## config.mk

```make
export PLATFORM = sky130hd
export DESIGN_NAME = seven_segment_scanner
export DESIGN_NICKNAME = d
export VERILOG_FILES = /design/src/rtl/seven_segment_scanner.sv
export SDC_FILE = /design/constraint.sdc
export NUM_CORES = 1
export LEC_CHECK = 0
export ABC_CLOCK_PERIOD_IN_PS = 3050
export BUFFER_PORTS_ARGS = -buffer_cell sky130_fd_sc_hd__buf_2
export CORE_ASPECT_RATIO = 0.5
export CORE_MARGIN = 2
export CORE_UTILIZATION = 55
export CTS_BUF_LIST = sky130_fd_sc_hd__clkbuf_8
export CTS_CLUSTER_SIZE = 8
export DETAILED_ROUTE_END_ITERATION = 7
export GPL_TIMING_DRIVEN = 0
export PLACE_DENSITY = 0.81
export SLEW_MARGIN = 30
export SYNTH_ARGS = -nofsm -noshare
export SYNTH_HDL_FRONTEND = slang
export SYNTH_SLANG_ARGS = --single-unit
export TNS_END_PERCENT = 5
```

## constraint.sdc

```tcl
create_clock -name clk -period 3.05 [get_ports clk]
set_input_delay 0.1525 -clock clk [delete_from_list [all_inputs] [get_ports clk]]
set_output_delay 0.1525 -clock clk [all_outputs]
set_load 0.01 [all_outputs]
```

## src/rtl/seven_segment_scanner.sv

```systemverilog
// seven_segment_scanner
// Time-multiplexed driver for N_DIGITS common-select 7-segment digits.
// A prescaler divides each digit slot into SCAN_DIV cycles. The first
// BLANK_CYCLES of every slot keep all selects off to avoid ghosting. Digit
// values are snapshotted once per frame so a frame is always coherent.
// All outputs are registered.
//
// Optional build macro:
//   SEVEN_SEGMENT_SCANNER_LZ_BLANK_EN - leading-zero suppression; digit i > 0
//   shows no segments while nibbles i..N_DIGITS-1 are all zero.

module seven_segment_scanner #(
    parameter int N_DIGITS     = 4,
    parameter int SCAN_DIV     = 1000,
    parameter int BLANK_CYCLES = 16
) (
    input  logic                  clk,
    input  logic                  rst_n,
    input  logic                  en,
    input  logic [4*N_DIGITS-1:0] digits,
    input  logic [N_DIGITS-1:0]   dots,
    output logic [6:0]            abcdefg,
    output logic                  dp,
    output logic [N_DIGITS-1:0]   digit_sel,
    output logic                  frame_start
);

    localparam int PW = (SCAN_DIV > 1) ? $clog2(SCAN_DIV) : 1;
    localparam int IW = (N_DIGITS > 1) ? $clog2(N_DIGITS) : 1;

    localparam logic [PW-1:0] PCNT_LAST = PW'(SCAN_DIV - 1);
    localparam logic [IW-1:0] IDX_LAST  = IW'(N_DIGITS - 1);

    // ST_LOAD is the post-reset state: the snapshot is still pending and
    // is taken on the first enabled edge.
    typedef enum logic [0:0] {
        ST_LOAD = 1'b0,
        ST_SCAN = 1'b1
    } state_t;

    state_t state;
    state_t state_nxt;

    logic [PW-1:0]         pcnt;
    logic [IW-1:0]         idx;
    logic [4*N_DIGITS-1:0] snap_digits;
    logic [N_DIGITS-1:0]   snap_dots;

    logic scanning;
    logic pcnt_wrap;
    logic idx_wrap;
    logic snap_load;
    logic in_blank;

    logic [3:0] cur_nib;
    logic       cur_dot;
    logic       lz_hit;

    logic [6:0]          seg_nxt;
    logic                dp_nxt;
    logic [N_DIGITS-1:0] sel_nxt;
    logic                fs_nxt;

    function automatic logic [6:0] seg_decode(input logic [3:0] v);
        logic [6:0] s;
        case (v)
            4'h0:    s = 7'b1111110;
            4'h1:    s = 7'b0110000;
            4'h2:    s = 7'b1101101;
            4'h3:    s = 7'b1111001;
            4'h4:    s = 7'b0110011;
            4'h5:    s = 7'b1011011;
            4'h6:    s = 7'b1011111;
            4'h7:    s = 7'b1110000;
            4'h8:    s = 7'b1111111;
            4'h9:    s = 7'b1111011;
            4'hA:    s = 7'b1110111;
            4'hB:    s = 7'b0011111;
            4'hC:    s = 7'b1001110;
            4'hD:    s = 7'b0111101;
            4'hE:    s = 7'b1001111;
            default: s = 7'b1000111;
        endcase
        return s;
    endfunction

    // Scan control derived from the counters and the enable
    always_comb begin
        scanning  = en && (state == ST_SCAN);
        pcnt_wrap = (pcnt == PCNT_LAST);
        idx_wrap  = (idx == IDX_LAST);
        snap_load = en && ((state == ST_LOAD) ||
                           ((state == ST_SCAN) && pcnt_wrap && idx_wrap));
    end

    // Anti-ghosting window at the start of each slot
    generate
        if (BLANK_CYCLES == 0) begin : g_no_blank
            assign in_blank = 1'b0;
        end else begin : g_blank
            assign in_blank = (pcnt < PW'(BLANK_CYCLES));
        end
    endgenerate

    // FSM state register
    always_ff @(posedge clk or negedge rst_n) begin
        if (!rst_n) begin
            state <= ST_LOAD;
        end else begin
            state <= state_nxt;
        end
    end

    // FSM next state: leave LOAD on the first enabled edge, then scan forever
    always_comb begin
        state_nxt = state;
        case (state)
            ST_LOAD: if (en) state_nxt = ST_SCAN;
            ST_SCAN: state_nxt = ST_SCAN;
            default: state_nxt = ST_LOAD;
        endcase
    end

    // Prescaler and digit index; both hold while disabled or loading
    always_ff @(posedge clk or negedge rst_n) begin
        if (!rst_n) begin
            pcnt <= '0;
            idx  <= '0;
        end else if (scanning) begin
            if (pcnt_wrap) begin
                pcnt <= '0;
                idx  <= idx_wrap ? '0 : idx + 1'b1;
            end else begin
                pcnt <= pcnt + 1'b1;
            end
        end
    end

    // Frame-coherent snapshot of the digit values and dots
    always_ff @(posedge clk or negedge rst_n) begin
        if (!rst_n) begin
            snap_digits <= '0;
            snap_dots   <= '0;
        end else if (snap_load) begin
            snap_digits <= digits;
            snap_dots   <= dots;
        end
    end

`ifdef SEVEN_SEGMENT_SCANNER_LZ_BLANK_EN
    logic [N_DIGITS-1:0] zero_from;
    logic                zero_run;

    // zero_from[i] is set when snapshot nibbles i..N_DIGITS-1 are all zero
    always_comb begin
        zero_from = '0;
        zero_run  = 1'b1;
        for (int unsigned k = 0; k < N_DIGITS; k++) begin
            zero_run = zero_run &&
                       (snap_digits[4*(N_DIGITS-1-k) +: 4] == 4'h0);
            zero_from[N_DIGITS-1-k] = zero_run;
        end
    end

    // Active nibble/dot mux, plus leading-zero test for digits above 0
    always_comb begin
        cur_nib = '0;
        cur_dot = 1'b0;
        lz_hit  = 1'b0;
        for (int unsigned i = 0; i < N_DIGITS; i++) begin
            if (idx == IW'(i)) begin
                cur_nib = snap_digits[4*i +: 4];
                cur_dot = snap_dots[i];
                lz_hit  = (i != 0) && zero_from[i];
            end
        end
    end
`else
    // Active nibble/dot mux
    always_comb begin
        cur_nib = '0;
        cur_dot = 1'b0;
        lz_hit  = 1'b0;
        for (int unsigned i = 0; i < N_DIGITS; i++) begin
            if (idx == IW'(i)) begin
                cur_nib = snap_digits[4*i +: 4];
                cur_dot = snap_dots[i];
            end
        end
    end
`endif

    // FSM outputs: next pin values from the current counter state
    always_comb begin
        seg_nxt = '0;
        dp_nxt  = 1'b0;
        sel_nxt = '0;
        fs_nxt  = 1'b0;
        if (scanning) begin
            fs_nxt = (pcnt == '0) && (idx == '0);
            if (!in_blank) begin
                for (int unsigned i = 0; i < N_DIGITS; i++) begin
                    sel_nxt[i] = (idx == IW'(i));
                end
                seg_nxt = lz_hit ? 7'b0000000 : seg_decode(cur_nib);
                dp_nxt  = cur_dot;
            end
        end
    end

    // Output registers, one cycle behind the counters
    always_ff @(posedge clk or negedge rst_n) begin
        if (!rst_n) begin
            abcdefg     <= '0;
            dp          <= 1'b0;
            digit_sel   <= '0;
            frame_start <= 1'b0;
        end else begin
            abcdefg     <= seg_nxt;
            dp          <= dp_nxt;
            digit_sel   <= sel_nxt;
            frame_start <= fs_nxt;
        end
    end

endmodule

```

==> impl_metrics.yaml <==
global_routing:
  grt_max_degree: 31
  grt_usage_pct: 21.1
  overflow: 0
  grt_pass1_wl_mm: 7.61
  antenna_found_initial: 0
  first_global_vias: 1628
critical_path:
  required_ns: 3.30
  cp_slowest_cell: "dfrtp_1"
  critical_path_class: "reg -> reg"
  cpPeakStageDelay_ns: 0.39
  worstPathCellList: "inv_1 > ha_1 > clkbuf_2 > nor2b_1 > a22oi_1 > a21oi_1 > inv_1 > ha_1 > nand2_1 > a21boi_0 > o221a_2"
  arrival_ns: 2.84
  critical_path.startpoint_type: "register"
  crit_fanout: 9
  critPathCaptureType: "register"
  crit_family: "compound AO/OA/AOI/OAI gates"
  path_buf_inv: 3
timing:
  fmax_mhz: 386
  period_minus_slack_ns: 2.59
  fin_tns_setup_ns: 0
  relSlewSlack_pct: 47.1
  fin_hold_ws_ns: 0.0698
  slew_violations: 0
  fin_skew_ns: 0.00750
  layout_worst_path_cycle_share_pct: 84.8
  setup_ws_ns: 0.462
  hold_viol_final: 0
  rsz0062_at_grt: "no"
  finalSetupViolCount: 0
  tightest_slew_ns: 0.786
route:
  drtAntennaViolNets: 0
  drtIter0Drc: 121
  drt_wl_total_mm: 4.51
  wl_per_cell_um: 15.1
  first_pass_iters: 4
  vias_per_cell: 5.43
  drcViolationCount: 0
  vias: 1618
logic_synthesis:
  avgSynthCellArea_um2: 11.8
  synth_top_family_by_area: "simple AND/OR/NAND/NOR gates"
  yosysWarnings: 0
  synth_top_area_share_pct: 49.2
  syn_area_um2: 2340
  ys_seq_elements: 46
  synthXorXnorAreaFrac_pct: 3.00
  syn_nets: 234
  ys_seq_area_share_pct: 49.2
  postSynthCellCount: 199
  synth_compound_area_share_pct: 9.31
  yosysTopAreaCell: "dfrtp_1"
  yosys-top-cells-area: "dfrtp_1, mux2_4, ha_1"
  muxShareOfSynthArea_pct: 13.7
  synth.distinct_cells: 39
  synth_adder_area_share_pct: 6.42
  synthSimpleGateAreaFrac_pct: 15.1
clock_tree:
  clkSinkCount: 46
  cts_buffers: 5
  clk_latency_ns: 0.30
  clk_pin_slew_ns: 0.09
  post_cts_resized: 0
  htreeDepth: 2
  cts_buffer_depth: 2
  cts_tree: "yes"
  post_cts_buffers: 0
  cts_root_buf: "clkbuf_8"
finish:
  diodes: 0
  multi_input_area_um2: 1110
  seqCellArea_um2: 1150
  design_area_um2: 2720
  fillers: 289
  area_growth_pct: 16.3
  num-nets-final: 278
  layout_common_cells: "dfrtp_1, buf_2, mux2_4"
  utilization_pct: 68.3
  drive_gt1_share_pct: 31.6
  mostFrequentLayoutCell: "dfrtp_1"
  final_cells: 298
placed_design:
  placed_area_um2: 2600
  place_ws_ns: 0.514
  dpl.cell_count: 289
  hpwl_mm: 3.24
  portBuffers: 35
  finalWeightedCongestion: 1.00
floorplan:
  core_um2: 3980
  initial_core_util_pct: 58.7
  floorplan.rows: 16
  io_pins: 36
  die_h_um: 50.1
  die_area_um2: 4820
  die_w_um: 96.2
pwr:
  power_density_nw_per_um2: 565
  vdd_drop_max_mv: 0.312
  p_total_mw: 1.54
  p_leak_nw: 1.40
worst_hold_path:
  holdCritPathClass: "in -> reg"
flow_run:
  cap_violations: 0
status:
  status: "finished clean"
[Yosys cell counts (all sizes together)]
library cell	n
nand2b	3
ha	12
nor2	15
a21o	1
nand4	4
nand3	2
and2	3
o21ai	4
o221a	2
nand2	18
a211o	1
a22oi	3
a211oi	2
mux2	20
inv	9
a21oi	8
nand3b	2
a311oi	1
nor3	6
nand4bb	1
nor3b	2
buf	4
o41ai	1
mux2i	2
a221oi	2
and3	2
nor4	3
nor2b	4
xor2	1
clkbuf	2
o22ai	3
o31a	1
or2	1
a21boi	1
dfrtp	46
xnor2	7
[where the power goes]
part           internal (mW)  leakage, nW  switching, mW
Combinational          0.153        0.743          0.164
Clock                  0.241       0.0579          0.212
Sequential             0.696        0.594         0.0712
[routing by layer]
layer / global-route usage [%] / vias to the layer above / share of wire, % / routed length, um
met5: 0 / - / 0 / 0
met4: 5.95 / 0 / 1.3 / 58
met3: 5.50 / 11 / 5.0 / 227
met2: 34.1 / 48 / 47 / 2130
met1: 28.0 / 776 / 46 / 2090
li1: - / 783 / - / -
[cells by family after synthesis]
family / count (synthesis)
buffers and inverters: 15
xor gates and xnor gates: 8
and+or+nand+nor: 66
muxes: 22
adders and majority gates: 12
AOI/OAI and AO/OA: 30
DFF: 46
[final cells by class]
type                            count  area share [%]
Clock inverter                      3            1.47
Tap cell                           54            2.48
Sequential cell                    46            42.3
Inverter                            9            1.24
Buffer                              6            1.56
Clock buffer                        5            2.53
Multi-Input combinational cell    138            40.8
Timing Repair Buffer               37            7.54
[sequential cells by signal (all words and copies together), names as in the netlist]
name,count
state,1
snap_dots,4
pcnt,10
digit_sel,4
idx,2
abcdefg,7
frame_start,1
dp,1
snap_digits,16
[final timing paths]
check                      slack [ns]            from  cells after the start              to
max                              0.46          idx[1]                     11      abcdefg[2]
min                              0.07         dots[3]                      2    snap_dots[3]
max reg2reg                      0.46          idx[1]                     11      abcdefg[2]
min reg2reg                      0.52  snap_digits[9]                      1  snap_digits[9]
max in group asynchronous        2.26           rst_n                      3  snap_digits[9]
min in group asynchronous        0.30           rst_n                      2         pcnt[1]
[repair_timing]
action / in CTS / in global routing
hold buffers: 1 / 0
hold endpoints to repair: 16 / 0
setup endpoints to repair: 0 / 0
No activity file was read; power rests on OpenSTA's default activity.
